--- src/rtl/regfile_pkg.sv ---
// Shared defaults, address-width helper and word/address types for the
// multi-port register file and its busy scoreboard.
package regfile_pkg;

  localparam int XLEN_DEF = 32;
  localparam int NREG_DEF = 32;

  // Address width for a register count; never narrower than one bit.
  function automatic int aw_of(input int nreg);
    return (nreg > 1) ? $clog2(nreg) : 1;
  endfunction

  typedef logic [XLEN_DEF-1:0]           reg_t;
  typedef logic [aw_of(NREG_DEF)-1:0]    addr_t;

endpackage

--- src/rtl/regfile_score.sv ---
// Per-register busy scoreboard. A write retires the pending producer of its
// destination; a reservation marks a new producer in flight. When both hit the
// same register in one cycle the reservation wins, because the reserving
// instruction is younger than the one that is writing back.
// Register 0 can never be busy. nbusy is the registered population count of
// the next-state busy vector, so it tracks busy with no extra lag.
module regfile_score
  import regfile_pkg::*;
#(
  parameter int NREG = NREG_DEF,
  parameter int NW   = 1,
  localparam int AW  = aw_of(NREG),
  localparam int CW  = AW + 1
) (
  input  logic                 clk,
  input  logic                 reset,
  input  logic [NW-1:0]        we,
  input  logic [NW-1:0][AW-1:0] wa,
  input  logic                 rsv_en,
  input  logic [AW-1:0]        rsv_a,
  output logic [NREG-1:0]      busy,
  output logic [CW-1:0]        nbusy
);

  logic [NREG-1:0] busy_q;
  logic [NREG-1:0] busy_next;
  logic [CW-1:0]   count_next;
  logic            clr;
  logic            set;

  // Next-state busy bits: reservation beats retirement, entry 0 stays clear.
  always_comb begin
    busy_next = busy_q;
    clr       = 1'b0;
    set       = 1'b0;
    busy_next[0] = 1'b0;
    for (int a = 1; a < NREG; a++) begin
      clr = 1'b0;
      for (int i = 0; i < NW; i++) begin
        if (we[i] && (wa[i] == AW'(a))) begin
          clr = 1'b1;
        end
      end
      set = rsv_en && (rsv_a == AW'(a));
      if (set) begin
        busy_next[a] = 1'b1;
      end else if (clr) begin
        busy_next[a] = 1'b0;
      end
    end
  end

  // Population count of the next-state vector, registered alongside it.
  always_comb begin
    count_next = '0;
    for (int a = 0; a < NREG; a++) begin
      count_next = count_next + CW'(busy_next[a]);
    end
  end

  // Busy vector and count; async reset empties the scoreboard at once.
  always_ff @(posedge clk or posedge reset) begin
    if (reset) begin
      busy_q <= '0;
      nbusy  <= '0;
    end else begin
      busy_q <= busy_next;
      nbusy  <= count_next;
    end
  end

  assign busy = busy_q;

endmodule

--- src/rtl/regfile_mp.sv ---
// Parametrised multi-port integer register file for the RV32 decode/issue
// stage. Register 0 reads as zero and ignores writes. Reads are combinational;
// writes land on the rising edge, with the highest-numbered write port winning
// an address collision. With BYPASS set, a write in flight this cycle is
// forwarded to matching read ports (again highest port wins), and the busy bit
// seen on that port reflects the retirement unless the same register is being
// re-reserved in the same cycle. With SCORE clear the busy outputs are zero.
module regfile_mp
  import regfile_pkg::*;
#(
  parameter int XLEN   = XLEN_DEF,
  parameter int NREG   = NREG_DEF,
  parameter int NR     = 2,
  parameter int NW     = 1,
  parameter int BYPASS = 1,
  parameter int SCORE  = 1,
  localparam int AW    = aw_of(NREG)
) (
  input  logic                    clk,
  input  logic                    reset,
  input  logic [NR-1:0][AW-1:0]   ra,
  output logic [NR-1:0][XLEN-1:0] rd,
  output logic [NR-1:0]           rbusy,
  input  logic [NW-1:0]           we,
  input  logic [NW-1:0][AW-1:0]   wa,
  input  logic [NW-1:0][XLEN-1:0] wd,
  input  logic                    rsv_en,
  input  logic [AW-1:0]           rsv_a,
  output logic [AW:0]             nbusy
);

  logic [XLEN-1:0] regs [NREG];
  logic [NREG-1:0] busy;

  // Storage: later write ports are applied last so they override earlier ones.
  always_ff @(posedge clk or posedge reset) begin
    if (reset) begin
      for (int r = 0; r < NREG; r++) begin
        regs[r] <= '0;
      end
    end else begin
      for (int i = 0; i < NW; i++) begin
        if (we[i] && (wa[i] != '0)) begin
          regs[wa[i]] <= wd[i];
        end
      end
    end
  end

  // Scoreboard is optional; without it nothing is ever reported busy.
  generate
    if (SCORE != 0) begin : g_score
      regfile_score #(
        .NREG (NREG),
        .NW   (NW)
      ) u_score (
        .clk    (clk),
        .reset  (reset),
        .we     (we),
        .wa     (wa),
        .rsv_en (rsv_en),
        .rsv_a  (rsv_a),
        .busy   (busy),
        .nbusy  (nbusy)
      );
    end else begin : g_noscore
      assign busy  = '0;
      assign nbusy = '0;
    end
  endgenerate

  // One read path per port: array lookup, then optional same-cycle forwarding.
  generate
    for (genvar j = 0; j < NR; j++) begin : g_read
      logic [XLEN-1:0] data;
      logic            bsy;
      logic            hit;

      // Read mux for this port; forwarding is suppressed while reset is held.
      always_comb begin
        data = '0;
        bsy  = 1'b0;
        hit  = 1'b0;
        if (ra[j] != '0) begin
          data = regs[ra[j]];
          bsy  = busy[ra[j]];
          if ((BYPASS != 0) && !reset) begin
            for (int i = 0; i < NW; i++) begin
              if (we[i] && (wa[i] == ra[j])) begin
                data = wd[i];
                hit  = 1'b1;
              end
            end
            if (hit) begin
              bsy = (SCORE != 0) && rsv_en && (rsv_a == ra[j]);
            end
          end
        end
      end

      assign rd[j]    = data;
      assign rbusy[j] = bsy;
    end
  endgenerate

endmodule

--- config.mk ---
export PLATFORM = sky130hd
export DESIGN_NAME = regfile_mp
export DESIGN_NICKNAME = d
export VERILOG_FILES = /design/src/rtl/regfile_pkg.sv /design/src/rtl/regfile_score.sv /design/src/rtl/regfile_mp.sv
export SDC_FILE = /design/constraint.sdc
export NUM_CORES = 2
export LEC_CHECK = 0
export CORE_MARGIN = 8
export CORE_UTILIZATION = 55
export CTS_CLUSTER_SIZE = 10
export DETAILED_ROUTE_END_ITERATION = 8
export PLACE_DENSITY = 0.72
export SKIP_CTS_REPAIR_TIMING = 1
export SLEW_MARGIN = 30
export SYNTH_ARGS = -nofsm -noshare
export SYNTH_HDL_FRONTEND = slang
export SYNTH_SLANG_ARGS = --single-unit
--- constraint.sdc ---
create_clock -name clk -period 55.1 [get_ports clk]
set_input_delay 11.02 -clock clk [delete_from_list [all_inputs] [get_ports clk]]
set_output_delay 11.02 -clock clk [all_outputs]
set_load 0.01 [all_outputs]
==> reports/results.txt <==
Compared with the post-synthesis result, the final layout area differs by 9.723%. The number of antenna violations at the first check in global routing is 1, and the initial core utilization is 0.5521. The synthesized area per cell came out at 14.29 um^2. The worst setup path is captured at an output port. Setup violations remaining at the end of the flow were counted as 0. Fill cells in the final layout number 7954. The tools report the synthesized instance count as 4056. Leaving out fill and tap cells, the most frequent cell in the layout is dfrtp_1. For this run, the top clock speed supported by timing is 37.68 MHz. Once detail routing completed, the nets flagged for antenna violations numbered 0. The later-pin clock latency in the skew report was 0.73 ns. Along the worst path, the maximum fanout reaches 80. The transition time at the pin with the least slew margin works out to 1.062 ns.

The run gives 5224 as the number of placed cells counting well taps. For the footprint of the flip-flops and latches, the log shows 0.02655 mm^2. In this run the worst hold path is classified as flip-flop to flip-flop. The most used flip-flop cell after synthesis is dfrtp_1. In the final layout, the multi-input gates occupy 0.02939 mm^2. The run gives 171300 um as the total wire length after detailed routing. The Yosys step of the flow raised 0 warnings. The flow ran to the end, and the final reports show no timing, DRC or antenna violations. The logs give 3 for the H-tree depth and 0 for the final routed DRC violation total. In the final routed layout, each cell accounts on average for 31.80 um. The run gives 15.52 ns as the data arrival time of the critical path. The die is 340.6 um tall. Summing over every cut layer, the via total after detailed routing is 37870.

The total power density per cell area came out at 39.32 mW/mm^2. At the placement stage, the worst setup path has a slack of 28.50 ns. Global routing finished with a remaining overflow of 0. The worst path needs 26.54 ns of the cycle, external delays included. TritonCTS built the clock tree. The count of TritonRoute iterations in the first routing pass is 5. The tools report the count of final max-slew check failures as 0. During placement, the flow inserted port buffers numbering 127.

The tree is rooted in a clkbuf_16. The worst slew margin relative to its limit came out at 0.2920. For the core area, the log shows 0.1050 mm^2. For the post-route core utilization, the log shows 0.6058. The run gives 0 as the hold violation count in the final report.

The worst path meets setup with 28.56 ns of slack. The via count of the first global-routing pass is 38780. The synthesized netlist contains 53 unique library cells. In this run the cell area of the synthesized design comes to 0.05796 mm^2.

The first global-routing pass estimated 258200 um of wire. The setup path with the least slack is of type input port to output port. The run gives 0 ns as the total negative slack for setup checks. The top cell types in the final layout, fill and taps aside, are dfrtp_1, mux2_2, mux4_2, mux2i_1, clkbuf_16. The clock sink count is 1061. The worst setup path is launched from an input port. The portion of the clock cycle consumed by the worst path in the final layout came out at 0.4817.

The tools report the sequential cell area fraction in the yosys report as 0.4581. The biggest area contributor in the post-synthesis netlist is dfrtp_1. For the net count of the mapped netlist, the log shows 4144. The clock-pin slew on the worst setup and hold paths was 0.05 ns; the placement row count was 119. The tools report the global-route usage over all layers as 0.2927. The clock arrives with 0.01855 ns of skew. Entering global routing, the biggest net connects 137 pins.

The clock passes through at most 3 buffers. The max-cap violation count came out at 0. The detailed-placement wirelength estimate was 93640 um; the share of layout cells above drive strength 1 was 0.4378. The run gives 5387 as the final instance count without filler cells. The area share of the leading cell type in the synthesized netlist is 0.4581. The congestion estimate from routability-driven global placement came to 0.8701.

Synthesis inferred 1061 register bits. The run gives 0.1131 mV as the maximum vdd drop. Initial DRC count: 3638. The tools report the net count of the finished layout as 4046. TritonCTS created 120 clock buffers.

The async set-or-reset flop fraction in the synthesized netlist was 1.000; the number of top-level design ports was 128. The width of the die was 340.6 um; the routed via count divided by cell count was 7.030. Sorting the synthesized cells by area gives the leading types as dfrtp_1, mux2_2, mux4_2. Setup repair after global routing left no endpoint under its margin.

For the required time at the worst-slack endpoint, the log shows 44.08 ns. In this run, synthesis inferred 0 flip-flops with an integrated enable. The area enclosed by the die boundary is 0.1160 mm^2, and the static leakage is 27.78 nW.
[cell usage after synthesis (10+ instances only)]
cell type,n
a211o_1,32
a211oi_1,70
a21oi_1,70
a221o_1,31
a221oi_1,96
a22o_1,12
a22oi_1,44
buf_1,66
buf_2,108
buf_4,16
clkbuf_1,258
dfrtp_1,1061
fa_1,23
inv_1,53
mux2_2,1014
mux2i_1,298
mux4_2,412
nand2_1,37
nand3_1,12
nor2_1,32
nor2b_1,49
nor3_1,31
nor3b_1,16
o21ai_0,50
o22ai_1,52
o32ai_1,14
xnor2_1,13
xor2_1,10
[sequential cells by signal (all words and copies together) (netlist names)]
| name | cells |
|---|---|
| g_score.u_score.busy | 31 |
| regs | 1024 |
| g_score.u_score.nbusy | 6 |
[cell type report]
cell class / instances / share of cell area
antenna: 1 / 0.00003935
clock buffer: 152 / 0.05119
clock inverter: 7 / 0.001830
inverter: 55 / 0.003443
multi-input combinational: 2480 / 0.4622
sequential: 1061 / 0.4175
tap: 1391 / 0.02737
timing repair buffer: 240 / 0.03642
[final timing paths]
kind | cells after the start | slack [ns] | to | start
min in group asynchronous | 2 | 10.96 | g_score.u_score.busy[13]$_DFF_PP0_ | reset
hold / removal | 0 | 0.39 | regs[1008]$_DFFE_PP0P_ | regs[1008]$_DFFE_PP0P_
max in group asynchronous | 7 | 40.75 | regs[944]$_DFFE_PP0P_ | reset
setup / recovery | 11 | 28.56 | rd[52] | ra[5]
setup reg to reg | 15 | 49.78 | g_score.u_score.nbusy[4]$_DFF_PP0_ | g_score.u_score.busy[2]$_DFF_PP0_
hold reg to reg | 0 | 0.39 | regs[1008]$_DFFE_PP0P_ | regs[1008]$_DFFE_PP0P_
[routing by layer]
| metal | part of all wire | vias to the layer above | track usage |
|---|---|---|---|
| met5 | 0 | - | 0 |
| met3 | 0.079 | 422 | 0.05569 |
| met1 | 0.40 | 20320 | 0.3948 |
| met4 | 0.044 | 0 | 0.1171 |
| met2 | 0.48 | 1709 | 0.4705 |
| li1 | - | 15420 | - |
[metrics by stage]
stage / hold slack (ns) / area, um^2 / power (mW)
3_5_place_dp: 0.3821 / 60120 / 1.786
3_3_place_gp: 0.3766 / 60000 / 1.750
5_1_grt: 0.4002 / 63590 / 2.634
2_1_floorplan: 0.4413 / 57960 / 1.592
4_1_cts: 0.3959 / 63490 / 2.511
6_report: 0.3930 / 63590 / 2.500
[cell families after synthesis]
group,count (synthesis),synth area share
fa+ha+maj,32,0.009887
buf+inv,515,0.03856
simple gates,210,0.01921
xor+xnor,23,0.003476
flops,1061,0.4581
compound gates,491,0.06220
mux,1724,0.4086
[critical path, cell delays in order]
cell,delay (ns)
buf_8,0.49
buf_4,0.58
buf_12,0.34
buf_16,0.44
buf_4,0.65
mux2i_1,0.17
a221oi_1,0.37
o21ai_0,0.13
a21oi_1,0.44
a211o_1,0.18
clkdlybuf4s50_1,0.54
[power by group]
group | switching (mW) | leakage, nW | internal, mW | total [mW]
sequential | 0.109 | 13.6 | 0.938 | 1.05
combinational | 0.331 | 12.6 | 0.400 | 0.731
clock | 0.312 | 1.65 | 0.410 | 0.722
Power figures use the tool's default switching activity.
